<file path="src/rtl/poli_pkg.sv">
// poli_pkg: shared encodings for the quadratic-polynomial controller and datapath.
package poli_pkg;

  // Controller state encoding; all eight 3-bit codes name a state.
  typedef enum logic [2:0] {
    S_IDLE  = 3'd0,
    S_LOADX = 3'd1,
    S_XX    = 3'd2,
    S_AXX   = 3'd3,
    S_BX    = 3'd4,
    S_ADD1  = 3'd5,
    S_ADDC  = 3'd6,
    S_DONE  = 3'd7
  } state_t;

  // M0: coefficient mux select
  localparam logic [1:0] SEL_ZERO = 2'd0;
  localparam logic [1:0] SEL_A    = 2'd1;
  localparam logic [1:0] SEL_B    = 2'd2;
  localparam logic [1:0] SEL_C    = 2'd3;

  // M1: ALU operand-1 select
  localparam logic [1:0] SEL_M0   = 2'd0;
  localparam logic [1:0] SEL_R0   = 2'd1;
  localparam logic [1:0] SEL_R1   = 2'd2;
  localparam logic [1:0] SEL_R2   = 2'd3;

  // M2: ALU operand-2 select (R0 and M0 out swap codes relative to M1)
  localparam logic [1:0] M2_R0    = 2'd0;
  localparam logic [1:0] M2_M0    = 2'd1;
  localparam logic [1:0] M2_R1    = 2'd2;
  localparam logic [1:0] M2_R2    = 2'd3;

  // ALU operation
  localparam logic H_MUL = 1'b1;
  localparam logic H_ADD = 1'b0;

endpackage

</file>
<file path="src/rtl/poli_top.sv">
// poli_top: bloco_controle wired to a 16-bit datapath (three registers, muxes, one ALU).
module poli_top
  import poli_pkg::*;
#(
  parameter int USE_C = 1
) (
  input  logic        clk,
  input  logic        rst,
  input  logic        inicio,
  input  logic [15:0] x,
  input  logic [15:0] a,
  input  logic [15:0] b,
  input  logic [15:0] c,
  output logic [15:0] r2,
  output logic        pronto,
  output logic        ocupado
);

  logic [1:0]  m0, m1, m2;
  logic        lx, lh, ls, h;
  logic [15:0] r0, r1, m0_out, op1, op2, alu;

  bloco_controle #(.USE_C(USE_C)) u_ctl (
    .clk     (clk),
    .rst     (rst),
    .inicio  (inicio),
    .M0      (m0),
    .M1      (m1),
    .M2      (m2),
    .LX      (lx),
    .LH      (lh),
    .LS      (ls),
    .H       (h),
    .Pronto  (pronto),
    .ocupado (ocupado)
  );

  // Coefficient mux and ALU operand muxes; arithmetic wraps at 16 bits.
  always_comb begin
    m0_out = 16'd0;
    case (m0)
      SEL_A:   m0_out = a;
      SEL_B:   m0_out = b;
      SEL_C:   m0_out = c;
      default: m0_out = 16'd0;
    endcase
    op1 = m0_out;
    case (m1)
      SEL_R0:  op1 = r0;
      SEL_R1:  op1 = r1;
      SEL_R2:  op1 = r2;
      default: op1 = m0_out;
    endcase
    op2 = r0;
    case (m2)
      M2_M0:   op2 = m0_out;
      M2_R1:   op2 = r1;
      M2_R2:   op2 = r2;
      default: op2 = r0;
    endcase
    alu = (h == H_MUL) ? op1 * op2 : op1 + op2;
  end

  // Datapath registers, loaded under controller enables.
  always_ff @(posedge clk or posedge rst) begin
    if (rst) begin
      r0 <= 16'd0;
      r1 <= 16'd0;
      r2 <= 16'd0;
    end else begin
      if (lx) r0 <= x;
      if (lh) r1 <= alu;
      if (ls) r2 <= alu;
    end
  end

endmodule

</file>
<file path="src/rtl/bloco_controle.sv">
// bloco_controle: Moore FSM sequencing the datapath through A*x*x + B*x (+ C).
//
// state | meaning
// IDLE  | waiting for inicio
// LOADX | R0 <= x
// XX    | R1 <= x*x
// AXX   | R2 <= A*R1
// BX    | R1 <= B*x
// ADD1  | R2 <= R1 + R2
// ADDC  | R2 <= C + R2 (only when USE_C=1)
// DONE  | result valid, Pronto pulse; inicio restarts directly
module bloco_controle
  import poli_pkg::*;
#(
  parameter int USE_C = 1
) (
  input  logic       clk,
  input  logic       rst,
  input  logic       inicio,
  output logic [1:0] M0,
  output logic [1:0] M1,
  output logic [1:0] M2,
  output logic       LX,
  output logic       LH,
  output logic       LS,
  output logic       H,
  output logic       Pronto,
  output logic       ocupado
);

  state_t state, state_nx;

  // State register; reset forces IDLE without waiting for a clock edge.
  always_ff @(posedge clk or posedge rst) begin
    if (rst) state <= S_IDLE;
    else     state <= state_nx;
  end

  // Next-state logic; inicio only matters in IDLE and DONE.
  always_comb begin
    state_nx = S_IDLE;
    case (state)
      S_IDLE:  state_nx = inicio ? S_LOADX : S_IDLE;
      S_LOADX: state_nx = S_XX;
      S_XX:    state_nx = S_AXX;
      S_AXX:   state_nx = S_BX;
      S_BX:    state_nx = S_ADD1;
      S_ADD1:  state_nx = (USE_C != 0) ? S_ADDC : S_DONE;
      S_ADDC:  state_nx = S_DONE;
      S_DONE:  state_nx = inicio ? S_LOADX : S_IDLE;
      default: state_nx = S_IDLE;
    endcase
  end

  // Output decode from the state register only.
  always_comb begin
    M0      = SEL_ZERO;
    M1      = SEL_M0;
    M2      = M2_R0;
    LX      = 1'b0;
    LH      = 1'b0;
    LS      = 1'b0;
    H       = H_ADD;
    Pronto  = 1'b0;
    ocupado = (state != S_IDLE);
    case (state)
      S_LOADX: LX = 1'b1;
      S_XX: begin
        M1 = SEL_R0;
        M2 = M2_R0;
        H  = H_MUL;
        LH = 1'b1;
      end
      S_AXX: begin
        M0 = SEL_A;
        M1 = SEL_M0;
        M2 = M2_R1;
        H  = H_MUL;
        LS = 1'b1;
      end
      S_BX: begin
        M0 = SEL_B;
        M1 = SEL_M0;
        M2 = M2_R0;
        H  = H_MUL;
        LH = 1'b1;
      end
      S_ADD1: begin
        M1 = SEL_R1;
        M2 = M2_R2;
        H  = H_ADD;
        LS = 1'b1;
      end
      S_ADDC: begin
        M0 = SEL_C;
        M1 = SEL_M0;
        M2 = M2_R2;
        H  = H_ADD;
        LS = 1'b1;
      end
      S_DONE:  Pronto = 1'b1;
      default: ;
    endcase
  end

endmodule

</file>
<file path="config.mk">
export PLATFORM = sky130hd
export DESIGN_NAME = poli_top
export DESIGN_NICKNAME = d
export VERILOG_FILES = /design/src/rtl/poli_pkg.sv /design/src/rtl/poli_top.sv /design/src/rtl/bloco_controle.sv
export SDC_FILE = /design/constraint.sdc
export NUM_CORES = 1
export LEC_CHECK = 0
export BUFFER_PORTS_ARGS = -buffer_cell sky130_fd_sc_hd__buf_2
export CAP_MARGIN = 20
export CORE_AREA = 8 8 122 124
export CTS_BUF_LIST = sky130_fd_sc_hd__clkbuf_2 sky130_fd_sc_hd__clkbuf_4 sky130_fd_sc_hd__clkbuf_8
export DETAILED_ROUTE_END_ITERATION = 10
export DIE_AREA = 0 0 130 132
export PLACE_DENSITY = 0.79
export SLEW_MARGIN = 0
export SYNTH_ARGS = -nofsm -noshare
export SYNTH_HDL_FRONTEND = slang
export SYNTH_SLANG_ARGS = --single-unit
</file>
<file path="constraint.sdc">
create_clock -name clk -period 9.09 [get_ports clk]
set_input_delay 1.3635 -clock clk [delete_from_list [all_inputs] [get_ports clk]]
set_output_delay 1.3635 -clock clk [all_outputs]
set_load 0.05 [all_outputs]
</file>
==> out/results.ini <==
[status]
status = finished, final reports clean

[final_layout]
fin_area_sq_mm = 0.00823
finalNonFillerCells = 1181
final_common_cell = sky130_fd_sc_hd__inv_1
layout.nets = 1220
area.growth.synth_to_final_pct = 8.80
antennaDiodeCount = 0
highest_count_cells_in_the_layout_ignoring_fill_and_taps = sky130_fd_sc_hd__inv_1 (153), sky130_fd_sc_hd__nand2_1 (148), sky130_fd_sc_hd__nor2_1 (94), sky130_fd_sc_hd__buf_2 (84), sky130_fd_sc_hd__fa_1 (81)
final_core_density_pct = 63.4
layout_cell_share_with_drive_strength_beyond_1_pct = 13.3

[yosys]
yosys_warnings = 0
mapped_area_sq_mm = 0.00756
synth.yosys.seq_area_share_pct = 16.9
netlist-cell-type-count = 57
yosys_register_bits = 51
synth_flop_cell = sky130_fd_sc_hd__dfrtp_1
cells_after_synth = 935
avgSynthCellArea_sq_um = 8.09
ys_async_sr_fraction_pct = 100
synth_fp_nets = 1151
synth-edff-count = 0

[floorplan]
core.rowCount = 42
floorplan.core_area_sq_mm = 0.0130
floorplan.die.height_um = 132
floorplan.initialDensity_pct = 58.3
die_w_um = 130
design.die.area_sq_mm = 0.0172
boundaryPins = 85

[timing]
number_of_setup_violations_in_the_final_report = 0
rsz_0062_raised_after_global_routing = no
timing.final.hold_violations = 0
fmax_mhz = 131
maxSlewHeadroom_pct = 43.3
timing_worst_slew_pin_value_ns = 0.847
finalCriticalPeriod_ns = 7.62
timing_max_transition_violations_final = 0
final.setup_skew_ns = 0.00948
period_share_pct = 83.8
timing.setup.tns_ns = 0

[min_path]
hold_path_class = flop to flop
hold_path_startpoint = r1[14]
whs_endpoint = r1[14]
min_delay_path_depth = 2

[detailed_routing]
detailroute.via_count = 6741
viasPerCell = 5.71
wire_per_inst_um = 18.0
drt_pass1_iterations = 6
antenna_left = 0
route.detailed.drc = 0
routed_wirelength_um = 21200
drt-initial-drc-count = 558

[critical_path]
critical-path-top-cell-by-count = sky130_fd_sc_hd__fa_1
slowest_stage = sky130_fd_sc_hd__nor2b_1
setup.reg_to_reg.worst_slack_ns = 1.47
length_in_cells_of_the_worst_reg_to_reg_path = 25
worstSetupEndpointType = flop
critical_path.reg2reg.startpoint = u_ctl.state[1]
timing.critical_path.fanout_max = 21
worst_r2r_endpoint = r2[15]
crit_path_max_incr_delay_ns = 0.66
criticalPathCategory = flop to flop
timing.critical_path.from_type = flop
worst_ep_required_time_ns = 9.29
crit_arrival_ns = 7.81

[grt]
global_route.usage.total_pct = 25.5
maximum_number_of_pins_on_one_net_before_global_route_repair = 52
grt_pass1_wl_um = 34600
grt_pass1_vias = 6886
gr-total-overflow = 0
antenna_violations_before_repair = 0

[clocking]
cts.htree.levels = 2
cts_setup_buffers = 0
clk_pin_slew_ns = 0.10
cts-root-to-sink-buffers = 2
insertion_delay_ns = 0.31
clock_tree_from_tritoncts = built
cts.sink_count = 51
clock-root-buffer = sky130_fd_sc_hd__clkbuf_8
post_cts_resize_count = 0
cts_inserted_buffers = 5
cts-hold-fix-buffers = 0

[run]
drv.max_cap_violation_count = 0

[place]
io_buffers = 84
placed_cells = 1172
placed_cell_area_sq_mm = 0.00812
detailedPlacementHpwl_um = 17600
finalWeightedCongestion = 0.990

-- registers in the layout, indices dropped and copies added, names as in the netlist --
register     cells
r0              16
r1              16
u_ctl.state      3
r2              16
-- worst max-delay path: cells and delay by family (launching register included) --
kind	cells	cell delay [ns]
AND/OR/NAND/NOR	2	0.75
AO/OA/AOI/OAI	3	0.92
flip-flops	1	0.40
buffers and inverters	5	0.52
XOR/XNOR	7	1.39
adder cells (fa/ha/maj)	8	3.51
-- cells by family (layout without fill, tap and decap cells) --
| kind of cell | after synthesis | after routing | share of synthesized area (%) |
|---|---|---|---|
| and+or+nand+nor | 312 | 312 | 17.6 |
| xor gates and xnor gates | 47 | 47 | 5.81 |
| buffers and inverters | 196 | 266 | 10.4 |
| adders and majority gates | 149 | 149 | 32.7 |
| muxes | 14 | 14 | 2.07 |
| AOI/OAI and AO/OA | 166 | 166 | 14.5 |
| DFF | 51 | 51 | 16.9 |
-- synth_stat cells (5+ instances only) --
cell | instances | area share [%]
sky130_fd_sc_hd__nor2_1 | 94 | 4.7
sky130_fd_sc_hd__xnor2_1 | 34 | 3.9
sky130_fd_sc_hd__nand2_1 | 148 | 7.3
sky130_fd_sc_hd__and2_1 | 13 | 1.1
sky130_fd_sc_hd__buf_2 | 13 | 0.86
sky130_fd_sc_hd__a22o_1 | 8 | 0.93
sky130_fd_sc_hd__clkbuf_1 | 16 | 0.79
sky130_fd_sc_hd__a31oi_1 | 6 | 0.50
sky130_fd_sc_hd__mux2_2 | 13 | 1.9
sky130_fd_sc_hd__fa_1 | 81 | 21
sky130_fd_sc_hd__a21oi_1 | 35 | 2.3
sky130_fd_sc_hd__nor3_1 | 8 | 0.53
sky130_fd_sc_hd__o21ai_1 | 9 | 0.60
sky130_fd_sc_hd__and3_1 | 5 | 0.41
sky130_fd_sc_hd__o21ai_0 | 40 | 2.6
sky130_fd_sc_hd__nand2b_1 | 5 | 0.41
sky130_fd_sc_hd__a21o_1 | 8 | 0.79
sky130_fd_sc_hd__dfrtp_1 | 51 | 17
sky130_fd_sc_hd__ha_1 | 68 | 11
sky130_fd_sc_hd__inv_1 | 154 | 7.6
sky130_fd_sc_hd__o22a_1 | 12 | 1.4
sky130_fd_sc_hd__xor2_1 | 11 | 1.3
sky130_fd_sc_hd__nor2b_1 | 8 | 0.66
sky130_fd_sc_hd__a32oi_1 | 5 | 0.58
sky130_fd_sc_hd__nand3_1 | 14 | 0.93
sky130_fd_sc_hd__a22oi_1 | 5 | 0.50
-- metal layers --
metal	vias to the layer above	GRT usage [%]	wire, um
met3	68	3.92	2090
li1	3142	-	-
met5	-	0	0
met2	367	41.8	9870
met1	3164	33.0	8550
met4	0	9.43	733
-- worst max-delay path by stage --
stage                    from  endpoint  slack (ns)  cells after the start
6_report       u_ctl.state[1]    r2[15]        1.47                     25
4_1_cts        u_ctl.state[1]    r2[15]        1.50                     25
2_1_floorplan            a[4]    r2[15]        2.46                     22
5_1_grt        u_ctl.state[1]    r1[15]        1.04                     23
3_3_place_gp   u_ctl.state[1]    r2[15]        1.64                     25
3_5_place_dp   u_ctl.state[1]    r2[15]        1.52                     25
-- per-stage QoR --
stage | setup slack, ns | hold slack, ns
finish | 1.47 | 0.513
floorplan | 2.46 | 0.461
global route | 1.04 | 0.545
detailed placement | 1.52 | 0.484
CTS | 1.50 | 0.508
global placement | 1.64 | 0.485
-- layout make-up --
class | instances | area (sq um)
Clock buffer | 6 | 76.3
Clock inverter | 2 | 16.3
Fill cell | 1111 | 4750
Inverter | 159 | 597
Multi-Input combinational cell | 688 | 5500
Sequential cell | 51 | 1280
Tap cell | 176 | 220
Timing Repair Buffer | 99 | 546
Power is not shown: default switching activity piles up to over one toggle a cycle in this logic, so the estimate is an artifact.
